## src/rtl/blk_mem_arbiter.sv

```systemverilog
// Arbiter/sequencer sharing one 256-bit block memory port between I-cache reads and D-cache reads/writes.
// Define ARB_TIMEOUT_EN to abort transactions that stay busy for TIMEOUT_CYCLES without a matching valid.
module blk_mem_arbiter #(
    parameter int unsigned TIMEOUT_CYCLES = 64
) (
    input  logic         CLK,
    input  logic         RESET,
    input  logic         i_req,
    input  logic [31:0]  i_addr,
    output logic         i_done,
    output logic [255:0] i_block,
    input  logic         d_req,
    input  logic         d_we,
    input  logic [31:0]  d_addr,
    input  logic [255:0] d_wblock,
    output logic         d_done,
    output logic [255:0] d_block,
    output logic         err,
    output logic         mem_BlkRead,
    output logic         mem_BlkWrite,
    output logic [31:0]  mem_addr,
    output logic [255:0] mem_block_write,
    input  logic [255:0] mem_block_read,
    input  logic         mem_block_read_valid,
    input  logic         mem_block_write_valid
);

    localparam logic [1:0]  ST_IDLE  = 2'd0;
    localparam logic [1:0]  ST_I_RD  = 2'd1;
    localparam logic [1:0]  ST_D_RD  = 2'd2;
    localparam logic [1:0]  ST_D_WR  = 2'd3;
    localparam logic        GRANT_I  = 1'b0;
    localparam logic        GRANT_D  = 1'b1;
    localparam logic [31:0] BLK_MASK = 32'hFFFF_FFE0;

    if (TIMEOUT_CYCLES < 2 || TIMEOUT_CYCLES > 65535) begin : g_bad_timeout
        $error("blk_mem_arbiter: TIMEOUT_CYCLES must be in 2..65535");
    end

    logic [1:0]   state_q, state_d;
    logic         last_grant_q, last_grant_d;
    logic         mem_rd_q, mem_rd_d;
    logic         mem_wr_q, mem_wr_d;
    logic [31:0]  mem_addr_q, mem_addr_d;
    logic [255:0] mem_wdata_q, mem_wdata_d;
    logic         i_done_q, i_done_d;
    logic         d_done_q, d_done_d;
    logic [255:0] i_block_q, i_block_d;
    logic [255:0] d_block_q, d_block_d;
    logic         err_q, err_d;
    logic         timeout_hit;

`ifdef ARB_TIMEOUT_EN
    localparam logic [15:0] TMO_LAST = 16'(TIMEOUT_CYCLES - 1);
    logic [15:0] tmo_cnt_q, tmo_cnt_d;

    // Held at zero while idle, so it is already clear on the first busy cycle after a grant.
    always_comb begin
        tmo_cnt_d = (state_q == ST_IDLE) ? 16'd0 : tmo_cnt_q + 16'd1;
    end

    always_ff @(posedge CLK or negedge RESET) begin
        if (!RESET) tmo_cnt_q <= '0;
        else        tmo_cnt_q <= tmo_cnt_d;
    end

    assign timeout_hit = (tmo_cnt_q == TMO_LAST);
`else
    assign timeout_hit = 1'b0;
`endif

    // A requester whose done is high this cycle is still showing its old request.
    logic elig_i, elig_d, pick_d;
    assign elig_i = i_req & ~i_done_q;
    assign elig_d = d_req & ~d_done_q;
    assign pick_d = elig_d & (~elig_i | (last_grant_q == GRANT_I));

    always_comb begin
        // NOTE: every next-state signal gets a default first so no path can infer a latch.
        state_d      = state_q;
        last_grant_d = last_grant_q;
        mem_rd_d     = mem_rd_q;
        mem_wr_d     = mem_wr_q;
        mem_addr_d   = mem_addr_q;
        mem_wdata_d  = mem_wdata_q;
        i_block_d    = i_block_q;
        d_block_d    = d_block_q;
        i_done_d     = 1'b0;
        d_done_d     = 1'b0;
        err_d        = 1'b0;

        case (state_q)
            ST_IDLE: begin
                if (elig_i || elig_d) begin
                    if (pick_d) begin
                        last_grant_d = GRANT_D;
                        mem_addr_d   = d_addr & BLK_MASK;
                        if (d_we) begin
                            state_d     = ST_D_WR;
                            mem_wr_d    = 1'b1;
                            mem_wdata_d = d_wblock;
                        end else begin
                            state_d  = ST_D_RD;
                            mem_rd_d = 1'b1;
                        end
                    end else begin
                        last_grant_d = GRANT_I;
                        mem_addr_d   = i_addr & BLK_MASK;
                        state_d      = ST_I_RD;
                        mem_rd_d     = 1'b1;
                    end
                end
            end
            ST_I_RD: begin
                if (mem_block_read_valid) begin
                    i_block_d = mem_block_read;
                    i_done_d  = 1'b1;
                    mem_rd_d  = 1'b0;
                    state_d   = ST_IDLE;
                end else if (timeout_hit) begin
                    i_block_d = '0;
                    i_done_d  = 1'b1;
                    err_d     = 1'b1;
                    mem_rd_d  = 1'b0;
                    state_d   = ST_IDLE;
                end
            end
            ST_D_RD: begin
                if (mem_block_read_valid) begin
                    d_block_d = mem_block_read;
                    d_done_d  = 1'b1;
                    mem_rd_d  = 1'b0;
                    state_d   = ST_IDLE;
                end else if (timeout_hit) begin
                    d_block_d = '0;
                    d_done_d  = 1'b1;
                    err_d     = 1'b1;
                    mem_rd_d  = 1'b0;
                    state_d   = ST_IDLE;
                end
            end
            ST_D_WR: begin
                if (mem_block_write_valid) begin
                    d_done_d = 1'b1;
                    mem_wr_d = 1'b0;
                    state_d  = ST_IDLE;
                end else if (timeout_hit) begin
                    d_block_d = '0;
                    d_done_d  = 1'b1;
                    err_d     = 1'b1;
                    mem_wr_d  = 1'b0;
                    state_d   = ST_IDLE;
                end
            end
            default: state_d = ST_IDLE;
        endcase
    end

    // NOTE: the data registers are reset as well because every output must read 0 during reset.
    always_ff @(posedge CLK or negedge RESET) begin
        if (!RESET) begin
            state_q      <= ST_IDLE;
            last_grant_q <= GRANT_I;
            mem_rd_q     <= 1'b0;
            mem_wr_q     <= 1'b0;
            mem_addr_q   <= '0;
            mem_wdata_q  <= '0;
            i_done_q     <= 1'b0;
            d_done_q     <= 1'b0;
            i_block_q    <= '0;
            d_block_q    <= '0;
            err_q        <= 1'b0;
        end else begin
            state_q      <= state_d;
            last_grant_q <= last_grant_d;
            mem_rd_q     <= mem_rd_d;
            mem_wr_q     <= mem_wr_d;
            mem_addr_q   <= mem_addr_d;
            mem_wdata_q  <= mem_wdata_d;
            i_done_q     <= i_done_d;
            d_done_q     <= d_done_d;
            i_block_q    <= i_block_d;
            d_block_q    <= d_block_d;
            err_q        <= err_d;
        end
    end

    assign mem_BlkRead     = mem_rd_q;
    assign mem_BlkWrite    = mem_wr_q;
    assign mem_addr        = mem_addr_q;
    assign mem_block_write = mem_wdata_q;
    assign i_done          = i_done_q;
    assign d_done          = d_done_q;
    assign i_block         = i_block_q;
    assign d_block         = d_block_q;
    assign err             = err_q;

endmodule

```

## config.mk

```make
export PLATFORM = sky130hd
export DESIGN_NAME = blk_mem_arbiter
export DESIGN_NICKNAME = d
export VERILOG_FILES = /design/src/rtl/blk_mem_arbiter.sv
export SDC_FILE = /design/constraint.sdc
export NUM_CORES = 1
export LEC_CHECK = 0
export ABC_AREA = 1
export BUFFER_PORTS_ARGS = -buffer_cell sky130_fd_sc_hd__buf_2
export CORE_AREA = 4 4 536 538
export CTS_CLUSTER_DIAMETER = 80
export DETAILED_ROUTE_END_ITERATION = 8
export DIE_AREA = 0 0 540 542
export SETUP_SLACK_MARGIN = 0.2
export SLEW_MARGIN = 20
export SYNTH_ARGS = -nofsm -noshare
export SYNTH_HDL_FRONTEND = slang
export SYNTH_SLANG_ARGS = --single-unit
```

## constraint.sdc

```tcl
create_clock -name CLK -period 1.5 [get_ports CLK]
set_input_delay 0.3 -clock CLK [delete_from_list [all_inputs] [get_ports CLK]]
set_output_delay 0.3 -clock CLK [all_outputs]
set_load 0.005 [all_outputs]
```

# Word-level counts from Yosys, hierarchy flattened
# Cells that the tools add are included.
# Widths: inputs -> output; s select.
op_classes:
  addsub: 0
  multipliers: 0
  div_mod_pow: 0
  order_cmp: 0
  n_eq_ne: 9
  n_shift: 0
  n_mux: 22
  n_bitwise: 8
  n_reduce_logical: 12
op_table:
  columns: ["operator", "count"]
  rows:
  - ["$mux 32", 1]
  - ["$mux 1", 13]
  - ["$mux 2", 4]
  - ["$ne 2x2->1 const B", 4]
  - ["$reduce_and 4->1", 2]
  - ["$pmux 1 s2", 3]
  - ["$pmux 2 s3", 1]
  - ["$reduce_and 2->1", 3]
  - ["$reduce_and 5->1", 1]
  - ["$eq 2x2->1 const B", 2]
  - ["$not 1->1", 4]
  - ["$reduce_bool 2->1", 2]
  - ["$and 1x1->1", 3]
  - ["$ne 3x3->1 const B", 1]
  - ["$reduce_and 3->1", 1]
  - ["$eq 2x1->1 const B", 1]
  - ["$logic_not 2->1", 1]
  - ["$ne 2x1->1 const B", 1]
  - ["$reduce_or 2->1", 1]
  - ["$logic_or 1x1->1", 1]
  - ["$or 1x1->1", 1]
word_totals:
  ff_bits: 807
  latchBits: 0
  ram_bits: 0
  mem_bits_ro: 0
  in_bits: 583
  output_inout_bits: 805
  word_cells: 61
  n_memories: 0

# Depth between registers and ports, before layout
# Gate-level depths: netlist (run 1).
logic_depth:
  ltp_word: 8
  mapped_depth: 10
  depth_no_buf: 10

# Worst setup path before layout (run 1)
# Ideal clock, no wire load.
synth_path:
  kind: "register -> register"
  startpoint: "reg state_q[0]"
  endpoint: "reg mem_wdata_q[0] (netlist: mem_block_write[0])"
  setup_time_ns: 0.130
  arrival_ns: 1.388
  required_time_ns: 1.370
  slack_ns: -0.018
  path_stages_with_launch: 8
  path_buffers: 2
  synth_period_minus_slack_ns: 1.518
  path_cell_list: "dfrtp_1 > inv_1 > ha_1 > nand4_4 > buf_6 > buf_6 > nand2_1 > o21ai_0"
synth_via:
  elab_chain_len: 2
synth_rtl:
  columns: ["item", "line_no", "source"]
  rows:
  - ["start, declared", "40", "logic [1:0] state_q, state_d;"]
  - ["start signal, assigned", "174", "state_q <= state_d;"]
  - ["$logic_not 2->1", "92", "case (state_q)"]
  - ["$reduce_and 4->1 (no source line)", null, null]
  - ["end signal, assigned", "179", "mem_wdata_q <= mem_wdata_d;"]
  - ["end, declared", "45", "logic [255:0] mem_wdata_q, mem_wdata_d;"]
# Every way passes these cells.
# A chain may end at the register's enable or synchronous reset.

# Final worst setup path (run 1)
layout_path:
  startpoint: "reg state_q[1]"
  endpoint: "reg mem_wdata_q[52] (netlist: mem_block_write[52])"
# Same word-level chain as after synthesis.

==> results.md, run 1 <==
| Parameter | Value |
|:---|:---|
| Area of the mapped netlist | 0.0311 mm² |
| Count of input and output buffers | 1371 |
| Adder and majority cell fraction of the synthesized area | 0.201% |
| Failing checks | setup timing |
| Instance count of the mapped netlist | 3255 |
| Maximum single-stage delay on the critical path | 0.40 ns |
| Crit path launch | state_q[1] |
| Total design power | 113000 µW |
| Total global routing overflow | 0 |
| Vias per cell | 3.49 |
| Worst reg2reg path startpoint | state_q[1] |
| VDD IR-drop max | 1.06 mV |
| Final worst setup slack | -0.327 ns |
| Number of levels the H-tree was split into | 3 |
| Wire length on met3 | 24.5 mm |
| Standard cell core area | 0.282 mm² |
| Endpoint kind of the worst setup timing path | flop |
| Layout cells sized above 1 | 41.2% |
| CTS tree | yes |
| Number of vias after detailed routing | 32800 |
| DR iter-0 viols | 2269 |
| Proportion of synthesized chip area in sequential cells | 64.6% |
| Number of max-capacitance violations reported | 0 |
| Initial antenna violation count | 142 |
| Fin Clk Skew | 0.0678 ns |
| Final number of max-transition violations | 0 |
| Hold Fails Final Rpt | 0 |
| Combinational family with the most area after synthesis | compound AO/OA/AOI/OAI gates |
| Static Leak | 0.0303 µW |
| Total clock buffers created by CTS | 98 |
| Residual DRC | 0 |
| Top-level I/O count | 1388 |
| Global-route wire length before repair | 277 mm |
| Run status | complete, but fails checks |
| Highest net fanout along the worst path | 8 |
| Kind of path behind the tightest hold check | in2reg |
| Compound-gate portion of the synthesized area | 13.8% |
| Floorplan die width | 540 µm |
| Final critical-path required period | 1.83 ns |
| Clock tree buffer depth | 4 |
| Period Utilization, post-route | 122% |
| Count of state elements after synthesis | 802 |
| Number of global-route vias before repair | 31700 |
| Post-Place Worst Slack | -0.195 ns |
| Number of distinct library cell variants in the gate-level netlist after synthesis | 21 |
| RSZ-0062 raised after global routing | yes |
| Met2 Wirelength | 98.8 mm |
| CTS Sinks | 802 |
| Wirelength per Cell | 23.5 µm |
| Cell seen most often among critical-path stages | sky130_fd_sc_hd__buf_12 |
| Maximum number of pins on one net before global-route repair | 83 |
| All-layer global routing usage | 13.7% |
| Power density normalized to cell area | 1910 mW/mm² |
| Total die area | 0.293 mm² |
| Startpoint kind of the worst setup timing path | flop |
| Detail Route Antenna Nets | 0 |
| Fmax | 547 MHz |
| Final Hold Slack | 0.149 ns |
| Required arrival time at the worst endpoint | 2.20 ns |
| CTS root buf | sky130_fd_sc_hd__clkbuf_16 |
| # fillers | 30500 |
| Gpl congestion | 0.910 |
| Area grow syn2layout | 90.5% |
| Share of synthesized area spent on multiplexers | 0% |
| Data arrival time of the worst path | 2.53 ns |
| Post-synthesis xor/xnor area fraction | 0% |
| Post-DP Area | 0.0434 mm² |
| Simple-gate area share of the yosys netlist | 11.2% |
| Detailed-router iteration count before antenna repair | 5 |
| Worst path cell trace | inv_2 > buf_12 > ha_4 > nand4_4 > buf_8 > clkbuf_16 > buf_16 > buf_12 > o21ai_1 |
| Placed wire-length estimate | 171 mm |
| Total routed wirelength | 221 mm |
| Number of placement rows | 195 |
| Post-route setup TNS | -221.90 ns |
| M1 WL | 86.0 mm |
| Source of the worst hold timing path | i_req |
| Crit-path slowest cell | sky130_fd_sc_hd__dfrtp_1 |
| Vert. Die Dim | 542 µm |
| Warnings, synthesis | 0 |
| Net total in the final layout | 6123 |
| Synthesized area per cell | 9.55 µm² |
| Startpoint-to-endpoint class of the critical path | reg2reg |
| Initial Utilization | 11.0% |
| Top layer reached by signal wires | met5 |
| Worst-Skew Late Latency | 0.80 ns |
| Clock transition at the registers of the reported paths | 0.06 ns |
| Final setup violation count | 1548 |
| Post-Layout Inst Area | 0.0592 mm² |
kinds of logic after synthesis:
| group | Yosys count |
|---|---|
| simple gates | 912 |
| fa+ha+maj | 5 |
| buf+inv | 736 |
| compound gates | 799 |
| other cells | 1 |
| flops | 802 |
worst max-delay path, delay by kind of cell, from the launching register on:
kind | cells | cell delay, ns
buffers and inverters | 6 | 0.92
DFF | 1 | 0.40
adders and majority gates | 1 | 0.15
AOI/OAI and AO/OA | 1 | 0.11
and+or+nand+nor | 1 | 0.10
cell type report:
class / count / area, µm² / share of cell area, %
Sequential cell: 802 / 20100 / 33.9
Timing Repair Buffer: 2359 / 19900 / 33.6
Multi-Input combinational cell: 1722 / 9120 / 15.4
Tap cell: 3743 / 4680 / 7.91
Clock buffer: 136 / 2780 / 4.69
Inverter: 552 / 2080 / 3.52
Clock inverter: 37 / 395 / 0.668
Antenna cell: 63 / 158 / 0.266
timing repair:
action                                 in CTS  in global routing
buffers inserted                          148                 18
resized for setup                         607                442
cloned                                     28                 60
endpoints found under the hold margin    1601                  0
setup endpoints to repair                1600               1601
pin swaps                                   2                  4
hold buffers                              570                  0
per-layer routing:
metal,up-vias,global-route usage (%)
met2,1824,21.7
met3,504,5.88
met4,86,5.82
li1,14700,-
met1,15700,16.3
met5,-,0
cell usage in the layout (no fill, tap or decap), types with 17 or more instances in the layout:
cell type                       Yosys  routed
sky130_fd_sc_hd__nor2_1            33      32
sky130_fd_sc_hd__nand2_1          868     696
sky130_fd_sc_hd__dlygate4sd3_1      0     570
sky130_fd_sc_hd__clkinv_2           0      17
sky130_fd_sc_hd__clkbuf_8           0      18
sky130_fd_sc_hd__buf_12             0      63
sky130_fd_sc_hd__buf_2             26    1159
sky130_fd_sc_hd__clkbuf_1          87      20
sky130_fd_sc_hd__buf_6             51     233
sky130_fd_sc_hd__clkbuf_16          0     143
sky130_fd_sc_hd__nand2_2            1      98
sky130_fd_sc_hd__nand2_4            0      71
sky130_fd_sc_hd__diode_2            0      63
sky130_fd_sc_hd__buf_16             0      46
sky130_fd_sc_hd__o21ai_0          593     413
sky130_fd_sc_hd__inv_1            551     548
sky130_fd_sc_hd__dfrtp_1          802     793
sky130_fd_sc_hd__o21ai_1          131     212
sky130_fd_sc_hd__buf_8              0      34
sky130_fd_sc_hd__buf_4              6     207
sky130_fd_sc_hd__o21ai_2           75     171
synthesized netlist by cell type:
library cell	count	area (µm²)
sky130_fd_sc_hd__nor2_4	1	11.3
sky130_fd_sc_hd__ha_1	5	62.6
sky130_fd_sc_hd__buf_1	14	52.6
sky130_fd_sc_hd__buf_4	6	45.0
sky130_fd_sc_hd__nand2_2	1	6.26
sky130_fd_sc_hd__buf_2	26	130
sky130_fd_sc_hd__clkinv_1	1	3.75
sky130_fd_sc_hd__conb_1	1	3.75
sky130_fd_sc_hd__clkbuf_1	87	327
sky130_fd_sc_hd__nand3b_1	2	15.0
sky130_fd_sc_hd__o21ai_1	131	656
sky130_fd_sc_hd__buf_6	51	574
sky130_fd_sc_hd__o21ai_0	593	2970
sky130_fd_sc_hd__dfrtp_1	802	20100
sky130_fd_sc_hd__inv_1	551	2070
sky130_fd_sc_hd__nand3_1	5	25.0
sky130_fd_sc_hd__o21ai_2	75	657
sky130_fd_sc_hd__nand2_1	868	3260
sky130_fd_sc_hd__nand3_2	1	10.0
sky130_fd_sc_hd__nand4_4	1	21.3
sky130_fd_sc_hd__nor2_1	33	124
state kept, by name, summed over array words and instances (netlist names):
name,cells
i_block,256
i_done,1
mem_block_write,256
d_done,1
last_grant_q,1
mem_addr,27
state_q,2
mem_BlkWrite,1
d_block,256
mem_BlkRead,1
power breakdown:
group	switching (µW)	internal [µW]	leakage, µW
registers	7160	31700	0.0100
clock network	10100	13800	0.00157
logic	26300	24200	0.0187
total	43600	69700	0.0303
stage by stage:
step                      util [%]  instances
after detailed placement      15.4       8354
after global routing          21.0       9379
after floorplan                  -       3260
after global placement        15.4       8354
after CTS                     19.9       9273
final                         21.0       9414
final timing paths:
kind / depth (start not counted) / endpoint / slack [ns]
setup / recovery: 9 / mem_block_write[52] / -0.33
hold / removal: 5 / state_q[1] / 0.15
setup reg to reg: 9 / mem_block_write[52] / -0.33
hold reg to reg: 2 / d_block[23] / 0.48
max in group asynchronous: 4 / mem_block_write[45] / 0.55
min in group asynchronous: 3 / mem_block_write[64] / 0.26
(Power assumes the default switching activity.)
==> run 2: changes to the inputs <==
--- a/config.mk
+++ b/config.mk
@@ -7,10 +7,10 @@
 export LEC_CHECK = 0
 export ABC_AREA = 1
 export BUFFER_PORTS_ARGS = -buffer_cell sky130_fd_sc_hd__buf_2
-export CORE_AREA = 4 4 536 538
+export CORE_AREA = 4 4 538 540
 export CTS_CLUSTER_DIAMETER = 80
 export DETAILED_ROUTE_END_ITERATION = 8
-export DIE_AREA = 0 0 540 542
+export DIE_AREA = 0 0 542 544
 export SETUP_SLACK_MARGIN = 0.2
 export SLEW_MARGIN = 20
 export SYNTH_ARGS = -nofsm -noshare
==> run 2 against run 1 <==
  * The run still ends with setup timing left
  * Routed wire length increased by 0.86%
  * Clock-buffer cell count increased by 2
  * Clock power increased by 9.6%
  * Sequential power about the same
  * Maximum frequency decreased by 0.21%
  * Hold slack got worse by 0.021 ns
  * Flip-flop and latch count unchanged
  * Via count increased by 0.66%
  * Critical path type unchanged
==> results.md, run 2 (synthesis results as in run 1) <==
| Parameter | Value | Delta |
|:---|:---|:---|
| Run status | complete, but fails checks |  |
| Failing checks | setup timing |  |
| All-layer global routing usage | 13.8% | +0.075 points |
| Detail Route Antenna Nets | 0 | unchanged |
| Hold Fails Final Rpt | 0 | unchanged |
| Worst path cell trace | inv_2 > buf_6 > buf_6 > ha_4 > nand4_4 > buf_12 > clkbuf_16 > buf_12 > clkbuf_16 > nand2_2 > o21ai_1 |  |
| Hold Crit Depth | 3 | -2 |
| Most used cells in the layout excluding fill and tap cells | sky130_fd_sc_hd__buf_2 (1175), sky130_fd_sc_hd__dfrtp_1 (778), sky130_fd_sc_hd__nand2_1 (692) |  |
| Number of levels the H-tree was split into | 3 | unchanged |
| Worst-Skew Late Latency | 0.83 ns | +0.03 ns |
| Floorplan die width | 542 µm | +0.37% |
| Source of the worst hold timing path | mem_block_read_valid |  |
| Wirelength per Cell | 23.7 µm | +1.0% |
| Total die area | 0.295 mm² | +0.74% |
| CTS Sinks | 802 | unchanged |
| Highest net fanout along the worst path | 6 | -2 |
| Global-route wire length before repair | 281 mm | +1.3% |
| Final number of max-transition violations | 0 | unchanged |
| Data arrival time of the worst path | 2.51 ns | -0.02 ns |
| Placed wire-length estimate | 173 mm | +1.3% |
| Worst Hold End | i_done |  |
| Maximum single-stage delay on the critical path | 0.39 ns | about the same |
| Endpoint kind of the worst setup timing path | flop |  |
| Standard cell core area | 0.284 mm² | +0.86% |
| RSZ-0062 raised after global routing | yes |  |
| Final critical-path required period | 1.83 ns | +0.00393 ns |
| DR iter-0 viols | 2509 | +11% |
| Total global routing overflow | 0 | unchanged |
| Fin Clk Skew | 0.0359 ns | -0.0319 ns |
| Clock transition at the registers of the reported paths | 0.06 ns | about the same |
| Final worst setup slack | -0.331 ns | -0.00393 ns |
| Total routed wirelength | 223 mm | +0.86% |
| Static Leak | 0.0300 µW | -0.95% |
| Area grow syn2layout | 88.9% |  |
| Most common cell after layout, fill and taps aside | sky130_fd_sc_hd__buf_2 |  |
| Maximum number of pins on one net before global-route repair | 64 | -23% |
| Startpoint-to-endpoint class of the critical path | reg2reg |  |
| Gpl congestion | 0.920 | +1.1% |
| Period Utilization, post-route | 122% | +0.26 points |
| Total clock buffers created by CTS | 105 | +7.1% |
| Detailed-router iteration count before antenna repair | 6 | +1 |
| Final setup violation count | 1554 | +0.39% |
| Register-to-register setup slack | -0.33 ns | about the same |
| Power density normalized to cell area | 1950 mW/mm² | +1.7% |
| Crit-path slowest cell | sky130_fd_sc_hd__dfrtp_1 |  |
| CTS tree | yes |  |
| Slew margin rel. | 64.2% |  |
| Startpoint kind of the worst setup timing path | flop |  |
| Number of placement rows | 196 | +0.51% |
| Vias per cell | 3.51 | +0.83% |
| Initial Utilization | 10.9% | -0.094 points |
| Residual DRC | 0 | unchanged |
| Number of max-capacitance violations reported | 0 | unchanged |
| Vert. Die Dim | 544 µm | +0.37% |
| Total design power | 114000 µW | +0.93% |
| Net total in the final layout | 6093 | -0.49% |
| Register-to-Register Path Depth | 11 | +2 |
| Initial antenna violation count | 168 | +18% |
| Fmax | 546 MHz | -0.21% |
| Kind of path behind the tightest hold check | in2reg |  |
| Count of input and output buffers | 1371 | unchanged |
| Worst reg2reg path startpoint | state_q[1] |  |
| VDD IR-drop max | 0.991 mV | -6.6% |
| Number of global-route vias before repair | 32200 | +1.3% |
| Top-level I/O count | 1388 | unchanged |
| Layout cells sized above 1 | 40.7% | -0.52 points |
| Number of vias after detailed routing | 33000 | +0.66% |
| CTS root buf | sky130_fd_sc_hd__clkbuf_16 |  |
| Required arrival time at the worst endpoint | 2.18 ns | -0.02 ns |
| Clock tree buffer depth | 4 | unchanged |
| # fillers | 30800 | +1.1% |
| Critical R2R Capture | mem_block_write[229] |  |
| Post-route setup TNS | -227.95 ns | -6.05 ns |
| Slew at the pin with the worst max-slew slack | 0.538 ns |  |
## run 2: cell count changes in the layout (fill, tap and decap cells not counted), sizes merged, moves of 2 or more
cell         previous run  this run
diode                  63        50
clkinvlp                1         4
clkbuf                181       165
buf                  1742      1719
bufinv                  5         8
dlygate4sd3           570       572
inv                   558       565
## run 2: timing repair
action,4_1_cts,5_1_grt
gates cloned,36,36
pin swaps,3,5
endpoints found under the setup margin,1598,1600
hold buffers,572,0
hold endpoints to repair,1602,0
buffers inserted,113,17
resized for setup,702,270
## run 2: layout make-up
cell class | count | area (µm²) | area share [%]
antenna | 50 | 125 | 0.213
clock buffer | 138 | 2910 | 4.96
timing repair buffer | 2321 | 19300 | 32.9
sequential | 802 | 20100 | 34.2
tap | 3762 | 4710 | 8.01
clock inverter | 50 | 646 | 1.10
multi-input combinational | 1723 | 8830 | 15.0
inverter | 552 | 2080 | 3.54
## run 2: worst max path at each step
stage | start | end | slack, ns | cells after the start
finish | state_q[1] | mem_block_write[229] | -0.33 | 11
global route | state_q[1] | i_block[248] | -0.42 | 8
CTS | d_done | d_done | -0.40 | 2
detailed placement | state_q[1] | i_block[133] | -0.31 | 6
global placement | state_q[1] | i_block[82] | -0.31 | 7
floorplan | state_q[1] | mem_block_write[100] | 0.11 | 7
## run 2: power breakdown
part | total [µW] | leakage, µW | internal [µW] | switching [µW]
Clock | 26200 | 0.00174 | 15200 | 10900
Sequential | 39100 | 0.0100 | 31700 | 7390
Combinational | 49000 | 0.0183 | 23100 | 25900
Total | 114000 | 0.0300 | 70100 | 44300
## run 2: critical path: cells and delay by family, from the launching register on
| family | cells | cell delay, ns |
|---|---|---|
| AO/OA/AOI/OAI | 1 | 0.06 |
| adder cells (fa/ha/maj) | 1 | 0.13 |
| buffers and inverters | 7 | 0.98 |
| AND/OR/NAND/NOR | 2 | 0.13 |
| flip-flops | 1 | 0.39 |
## run 2: per-stage QoR
stage | area (µm²) | util (%) | hold slack, ns | setup WS (ns) | instances
floorplan | 31400 | - | 0.00441 | 0.109 | 3260
global placement | 43600 | 15.3 | 0.201 | -0.306 | 8386
global route | 58700 | 20.6 | 0.0824 | -0.422 | 9373
detailed placement | 43600 | 15.3 | 0.202 | -0.313 | 8386
finish | 58700 | 20.6 | 0.128 | -0.331 | 9398
CTS | 56700 | 19.9 | 0.0299 | -0.401 | 9295
## run 2: per-layer routing
metal	vias to the layer above	global-route usage (%)	part of all wire [%]
li1	14700	-	-
met1	15700	15.6	37
met2	1951	21.7	44
met3	586	6.92	12
met4	122	6.48	5.7
met5	-	0.487	0.46
